[config.mk]
export PLATFORM = sky130hd
export DESIGN_NAME = ones_comp_serial_adder
export DESIGN_NICKNAME = d
export VERILOG_FILES = /design/src/rtl/ones_comp_pkg.sv /design/src/rtl/full_adder.sv /design/src/rtl/ones_comp_serial_adder.sv
export SDC_FILE = /design/constraint.sdc
export NUM_CORES = 1
export LEC_CHECK = 0
export CAP_MARGIN = 40
export CELL_PAD_IN_SITES_DETAIL_PLACEMENT = 1
export CELL_PAD_IN_SITES_GLOBAL_PLACEMENT = 1
export CORE_MARGIN = 2
export CORE_UTILIZATION = 30
export CTS_BUF_LIST = sky130_fd_sc_hd__clkbuf_8
export CTS_CLUSTER_SIZE = 8
export DETAILED_ROUTE_END_ITERATION = 10
export GPL_TIMING_DRIVEN = 0
export PLACE_DENSITY = 0.68
export SYNTH_ARGS = -nofsm -noshare
export SYNTH_HDL_FRONTEND = slang
export SYNTH_SLANG_ARGS = --single-unit
[constraint.sdc]
create_clock -name clk -period 2 [get_ports clk]
set_input_delay 0.4 -clock clk [delete_from_list [all_inputs] [get_ports clk]]
set_output_delay 0.4 -clock clk [all_outputs]
set_load 0.01 [all_outputs]
[src/rtl/ones_comp_pkg.sv]
// Shared types and helpers for the bit-serial ones'-complement adder.
package ones_comp_pkg;

  typedef enum logic [1:0] {
    IDLE,
    ADD,
    WRAP,
    DONE
  } state_t;

  localparam int DEFAULT_WIDTH = 4;

  function automatic int cntWidth(input int w);
    return (w <= 2) ? 1 : $clog2(w);
  endfunction

endpackage

[src/rtl/full_adder.sv]
// Single-bit full adder shared by both serial passes.
module full_adder (
  input  logic A,
  input  logic B,
  input  logic Cin,
  output logic Y,
  output logic Cout
);

  assign Y    = A ^ B ^ Cin;
  assign Cout = (A & B) | (Cin & (A ^ B));

endmodule

[src/rtl/ones_comp_serial_adder.sv]
// Bit-serial ones'-complement adder: add pass, then end-around-carry pass.
// Optional: ONES_COMP_NEG_ZERO_NORM_EN maps negative zero to positive zero.
module ones_comp_serial_adder
  import ones_comp_pkg::*;
#(
  parameter int WIDTH = DEFAULT_WIDTH
) (
  input  logic             clk,
  input  logic             rst,
  input  logic             start,
  input  logic [WIDTH-1:0] A,
  input  logic [WIDTH-1:0] B,
  output logic             busy,
  output logic             done,
  output logic [WIDTH-1:0] Y,
  output logic             end_carry
);

  localparam int CW = cntWidth(WIDTH);
  localparam logic [CW-1:0] LAST = CW'(WIDTH - 1);

  state_t state, nextState;

  logic [WIDTH-1:0] aSr, bSr, resSr, yQ, yNext;
  logic [CW-1:0]    cnt;
  logic             carryQ, endCarryQ, ecQ, doneQ;
  logic             faA, faB, faCin, faSum, faCout;
  logic             lastBit;

  assign lastBit = (cnt == LAST);

  full_adder u_fa (
    .A   (faA),
    .B   (faB),
    .Cin (faCin),
    .Y   (faSum),
    .Cout(faCout)
  );

  // Second pass adds end_carry at bit 0 only; carry ripples from there.
  always_comb begin
    faA   = 1'b0;
    faB   = 1'b0;
    faCin = 1'b0;
    unique case (1'b1)
      (state == ADD): begin
        faA   = aSr[0];
        faB   = bSr[0];
        faCin = carryQ;
      end
      (state == WRAP): begin
        faA   = resSr[0];
        faB   = (cnt == '0) ? endCarryQ : 1'b0;
        faCin = (cnt == '0) ? 1'b0 : carryQ;
      end
      default: ;
    endcase
  end

`ifdef ONES_COMP_NEG_ZERO_NORM_EN
  assign yNext = (&resSr) ? '0 : resSr;
`else
  assign yNext = resSr;
`endif

  always_ff @(posedge clk or posedge rst) begin
    if (rst) state <= IDLE;
    else     state <= nextState;
  end

  always_comb begin
    nextState = state;
    unique case (state)
      IDLE: if (start)   nextState = ADD;
      ADD:  if (lastBit) nextState = WRAP;
      WRAP: if (lastBit) nextState = DONE;
      DONE: nextState = IDLE;
      default: nextState = IDLE;
    endcase
  end

  always_ff @(posedge clk or posedge rst) begin
    if (rst) begin
      aSr       <= '0;
      bSr       <= '0;
      resSr     <= '0;
      yQ        <= '0;
      cnt       <= '0;
      carryQ    <= 1'b0;
      endCarryQ <= 1'b0;
      ecQ       <= 1'b0;
      doneQ     <= 1'b0;
    end else begin
      doneQ <= (state == DONE);
      unique case (state)
        IDLE: begin
          if (start) begin
            aSr    <= A;
            bSr    <= B;
            carryQ <= 1'b0;
            cnt    <= '0;
          end
        end
        ADD: begin
          aSr    <= aSr >> 1;
          bSr    <= bSr >> 1;
          resSr  <= {faSum, resSr[WIDTH-1:1]};
          carryQ <= faCout;
          cnt    <= lastBit ? '0 : cnt + 1'b1;
          if (lastBit) endCarryQ <= faCout;
        end
        WRAP: begin
          resSr  <= {faSum, resSr[WIDTH-1:1]};
          carryQ <= faCout;
          cnt    <= lastBit ? '0 : cnt + 1'b1;
        end
        DONE: begin
          yQ  <= yNext;
          ecQ <= endCarryQ;
        end
        default: ;
      endcase
    end
  end

  // done is registered out of DONE, so busy must cover that cycle too.
  always_comb begin
    busy      = (state != IDLE) | doneQ;
    done      = doneQ;
    Y         = yQ;
    end_carry = ecQ;
  end

endmodule
==> flow_summary.toml, run 1 <==
[sta]
setup_viol_count_final = 0
whs_ns = 0.432
slew_viol_final = 0
tightest_slew_ns = 0.428
min_period_ns = 1.93
slew_headroom = 0.714
clock.fmax_mhz = 518
hold_violations = 0
clock_skew_ns = 0.00112
timing.final.crit_share = 0.966

[floorplanning]
die_x_um = 67.7
fp.dieH_um = 67.7
dieArea_um2 = 4590
coreArea_um2 = 3940
row_count = 23
start_util = 0.309
io_pins = 18

[worst_setup_path]
crit_path_end_kind = "flop"
required_ns = 2.16
crit_arrival_ns = 2.09
crit_path_max_fanout = 5
crit_type = "reg2reg"
startpoint_type = "flop"

[clocking]
cts-root-buf = "clkbuf_8"
clk_path_buf_depth = 2
numCtsBuffers = 3
hold_buffers = 0
htree_num_levels = 1
cts_tree = "yes"
clk_latency_ns = 0.26
cts.sinks = 24
clk_pin_slew_worst_paths_ns = 0.08

[layout]
nets = 143
final_common_cell = "dfrtp_1"
finalNonFillerCells = 173
layout_common_cells = "dfrtp_1, clkdlybuf4s50_1, mux2_2"
diodes = 0
drive_gt1_frac = 0.325
area_delta_synth_final_pct = 32.2
fillers = 416

[synthesis]
synth_top_cell_by_area = "dfrtp_1"
ys_types = 31
postSynthAreaPerCell_um2 = 12.4
netlist_area_um2 = 1220
synth_top_flop_cell = "dfrtp_1"
synth.top_cells.by_area = "dfrtp_1, mux2_2, ha_1"
synth_edf_count = 0
synthArstFlopShare = 1.00
synthesis.nets = 117
ys_ff_latch = 24
yosysWarnings = 0
synthCells = 98
seq_area_frac_synth = 0.493
synth_top_area_frac = 0.493

[drt]
drtPass1Iterations = 4
drtAntennaViolNets = 0
finalWirelength_mm = 2.61
viasPerCell = 4.94
vias = 855
wl_per_cell_um = 15.1
drtIter0Drc = 14
drt_drc_violations_left = 0

[power_and_ir_drop]
power.density_nw_per_um2 = 1650
max-vdd-ir-drop_v = 0.000506
power.leakage_nw = 0.704

[place]
portBuffers = 17
hpwl_mm = 1.94
dpl.cell_count = 166
gp_congestion = 0.781

[global_routing]
antenna_found_initial = 0
grt.overflow.total = 0
grt_max_degree = 18
grt_pass1_vias = 892
grt_util_all_layers = 0.128
grt_pass1_wl_mm = 4.28

[min_path]
hold_path.class = "in2async"

[job]
maxCapViolCount = 0

[run_status]
status = "complete, no violations"
## sequential cells by signal (all words and copies together), names as in the netlist
name and cells:
bSr 4, Y 4, endCarryQ 1, done 1
aSr 4, carryQ 1, resSr 4, end_carry 1
state 2, cnt 2
## cells in the mapped netlist, types with 3 or more instances
cell type and n:
nor2b_1 3, o22a_1 3, a32o_1 3, o221a_2 4
nand2_1 3, dfrtp_1 24, nor2_1 5, inv_1 6
ha_1 7, mux2_2 11
## cell type report
cell class	instances	area, um^2	share of cell area
Multi-Input combinational cell	63	596	0.370
Tap cell	50	62.6	0.0388
Clock buffer	3	41.3	0.0256
Buffer	4	45.0	0.0280
Timing Repair Buffer	22	214	0.133
Inverter	6	22.5	0.0140
Clock inverter	1	30.0	0.0186
Sequential cell	24	601	0.373
## kinds of logic (layout without fill, tap and decap cells)
family,count (synthesis),count (layout),share of synthesized area
flip-flops,24,24,0.493
AO/OA/AOI/OAI,23,23,0.164
AND/OR/NAND/NOR,21,21,0.104
multiplexers,11,11,0.102
buffers and inverters,11,36,0.0493
adder cells (fa/ha/maj),8,8,0.0883
## what timing repair did
action,CTS,global route
gates resized for setup,8,7
endpoints found under the setup margin,4,3
setup buffers,2,2
## routing by layer
| metal | vias to the layer above | part of all wire | global-route usage |
|---|---|---|---|
| li1 | 404 | - | - |
| met1 | 433 | 0.42 | 0.152 |
| met2 | 14 | 0.53 | 0.222 |
| met3 | 4 | 0.035 | 0.0300 |
| met4 | 0 | 0.011 | 0.0459 |
| met5 | - | 0 | 0 |
## stage by stage
stage	total power [W]	instance area [um^2]	utilization	setup TNS, ns	setup slack (ns)
2_1_floorplan	0.00170	1220	-	0	0.0399
3_3_place_gp	0.00202	1450	0.368	-0.365	-0.187
3_5_place_dp	0.00208	1470	0.372	-0.401	-0.217
6_report	0.00266	1610	0.409	0	0.0686
5_1_grt	0.00286	1610	0.409	-0.0266	-0.0266
4_1_cts	0.00259	1570	0.398	-0.0206	-0.0206
## path summary, 6_finish.rpt
check,startpoint,to,slack [ns],depth (start not counted)
worst min-delay path,rst,aSr[1],0.43,2
worst max register to register,state[0],resSr[3],0.07,6
worst min register to register,carryQ,carryQ,0.50,1
max in group asynchronous,rst,end_carry,1.13,3
worst max-delay path,state[0],resSr[3],0.07,6
min in group clk,carryQ,carryQ,0.50,1
## report_power, final
group / switching (W) / internal, W / leakage [nW]
Sequential: 0.000127 / 0.000678 / 0.301
Combinational: 0.000654 / 0.000788 / 0.367
Clock: 0.000150 / 0.000267 / 0.0357
Total: 0.000931 / 0.00173 / 0.704
## critical path: stages, from the launching register on
cell and delay [ns]:
dfrtp_1 0.41, inv_2 0.14, ha_2 0.27, a32oi_1 0.14, nor2b_1 0.16, fa_1 0.43
mux2_2 0.27
No activity file was read; power rests on OpenSTA's default activity.
==> inputs of run 2 (changes only) <==
Settings changed: CAP_MARGIN 40 to unset.
==> run 2 against run 1 <==
Die area did not move. Global-route usage fell by 0.25 points. Count of clock-buffer cells in the layout did not move. Total power fell by 1.7%. First-iteration DRC count fell by 14%. Critical path depth did not move. Design area fell by 1.9%. Non-clock buffer count fell by 2. Sequential cell count did not move. Combinational power fell by 3%. Critical path type unchanged. Critical endpoint unchanged. Largest cell class unchanged. Largest power group unchanged.
==> flow_summary.toml, run 2 (same netlist as run 1, synthesis figures left out) <==
[run_status]
status = "complete, no violations"

[power_and_ir_drop]
power.density_nw_per_um2 = 1660
power.leakage_nw = 0.691
power_w = 0.00262
max-vdd-ir-drop_v = 0.000440

[global_routing]
grt_pass1_wl_mm = 4.31
grt_max_degree = 25
antenna_found_initial = 0
grt.overflow.total = 0
grt_pass1_vias = 915
grt_util_all_layers = 0.125

[sta]
fin_ws_ns = 0.0820
min_period_ns = 1.92
tns_ns = 0
timing.final.crit_share = 0.959
clock_skew_ns = 0.00120
tightest_slew_ns = 0.915
setup_viol_count_final = 0
hold_violations = 0
slew_viol_final = 0
slew_headroom = 0.389
clock.fmax_mhz = 521
rsz0062_at_grt = "false"

[layout]
final_common_cell = "dfrtp_1"
drive_gt1_frac = 0.298
fin_area_um2 = 1580
diodes = 0
layout_common_cells = "dfrtp_1, clkdlybuf4s50_1, mux2_2"
area_delta_synth_final_pct = 29.8
fillers = 424
final_util = 0.401
nets = 141

[clocking]
clk_latency_ns = 0.26
clk_pin_slew_worst_paths_ns = 0.09
htree_num_levels = 1
cts-root-buf = "clkbuf_8"
cts_tree = "yes"
clk_path_buf_depth = 2
numCtsBuffers = 3
hold_buffers = 0
cts.sinks = 24

[floorplanning]
row_count = 23
coreArea_um2 = 3940
fp.dieH_um = 67.7
dieArea_um2 = 4590
start_util = 0.309
die_x_um = 67.7
io_pins = 18

[drt]
drt_drc_violations_left = 0
drtAntennaViolNets = 0
drtIter0Drc = 12
finalWirelength_mm = 2.53
wl_per_cell_um = 14.8
vias = 842
drtPass1Iterations = 2
viasPerCell = 4.92

[place]
placedInstanceArea_um2 = 1450
portBuffers = 17
post-place-ws_ns = -0.206
hpwl_mm = 1.89
gp_congestion = 0.781

[min_path]
hold_path.class = "reg2reg"

[worst_setup_path]
crit_type = "reg2reg"
crit_arrival_ns = 2.07
startpoint_type = "flop"
crit_path_end_kind = "flop"
required_ns = 2.16
crit_path_max_fanout = 10

[job]
maxCapViolCount = 0
run 2: repair_timing:
action,in CTS,in global routing
gates cloned,0,0
endpoints found under the setup margin,4,3
buffers inserted,1,2
gates resized for setup,7,6
pin swaps,0,0
run 2: worst paths after layout:
| check | startpoint | endpoint | slack, ns | cells after the start |
|---|---|---|---|---|
| max in group asynchronous | rst | carryQ | 0.81 | 2 |
| max reg2reg | state[0] | resSr[3] | 0.08 | 6 |
| min | carryQ | carryQ | 0.50 | 1 |
| min reg2reg | carryQ | carryQ | 0.50 | 1 |
| min in group asynchronous | rst | Y[0] | 0.63 | 2 |
| max | state[0] | resSr[3] | 0.08 | 6 |
run 2: critical path: stages, from the launching register on:
cell	delay, ns
dfrtp_1	0.39
inv_2	0.10
ha_4	0.30
buf_6	0.14
nor2b_1	0.18
fa_1	0.43
mux2_2	0.27
run 2: layer usage:
layer,part of all wire,global-route usage
met1,0.45,0.152
met2,0.51,0.224
met3,0.029,0.0200
met4,0.011,0.0383
met5,0,0
run 2: cell type report:
cell class | count | area [um^2] | area share
plain buffers | 4 | 45.0 | 0.0285
clock buffers | 3 | 41.3 | 0.0261
clock inverters | 1 | 30.0 | 0.0190
inverters | 6 | 22.5 | 0.0142
multi-input cells | 63 | 588 | 0.372
flip-flops and latches | 24 | 601 | 0.380
well taps | 50 | 62.6 | 0.0396
repair buffers | 20 | 191 | 0.121
run 2: metrics by stage:
step / hold slack, ns / std cells
after floorplan: 0.415 / 98
after global placement: 0.486 / 165
after detailed placement: 0.487 / 165
after CTS: 0.509 / 169
after global routing: 0.516 / 171
final: 0.501 / 171
run 2: where the power goes:
part	switching (W)	total (W)	internal (W)	leakage (nW)
registers	0.000126	0.000803	0.000677	0.301
clock network	0.000157	0.000424	0.000267	0.0357
logic	0.000631	0.00139	0.000760	0.354
total	0.000913	0.00262	0.00171	0.691
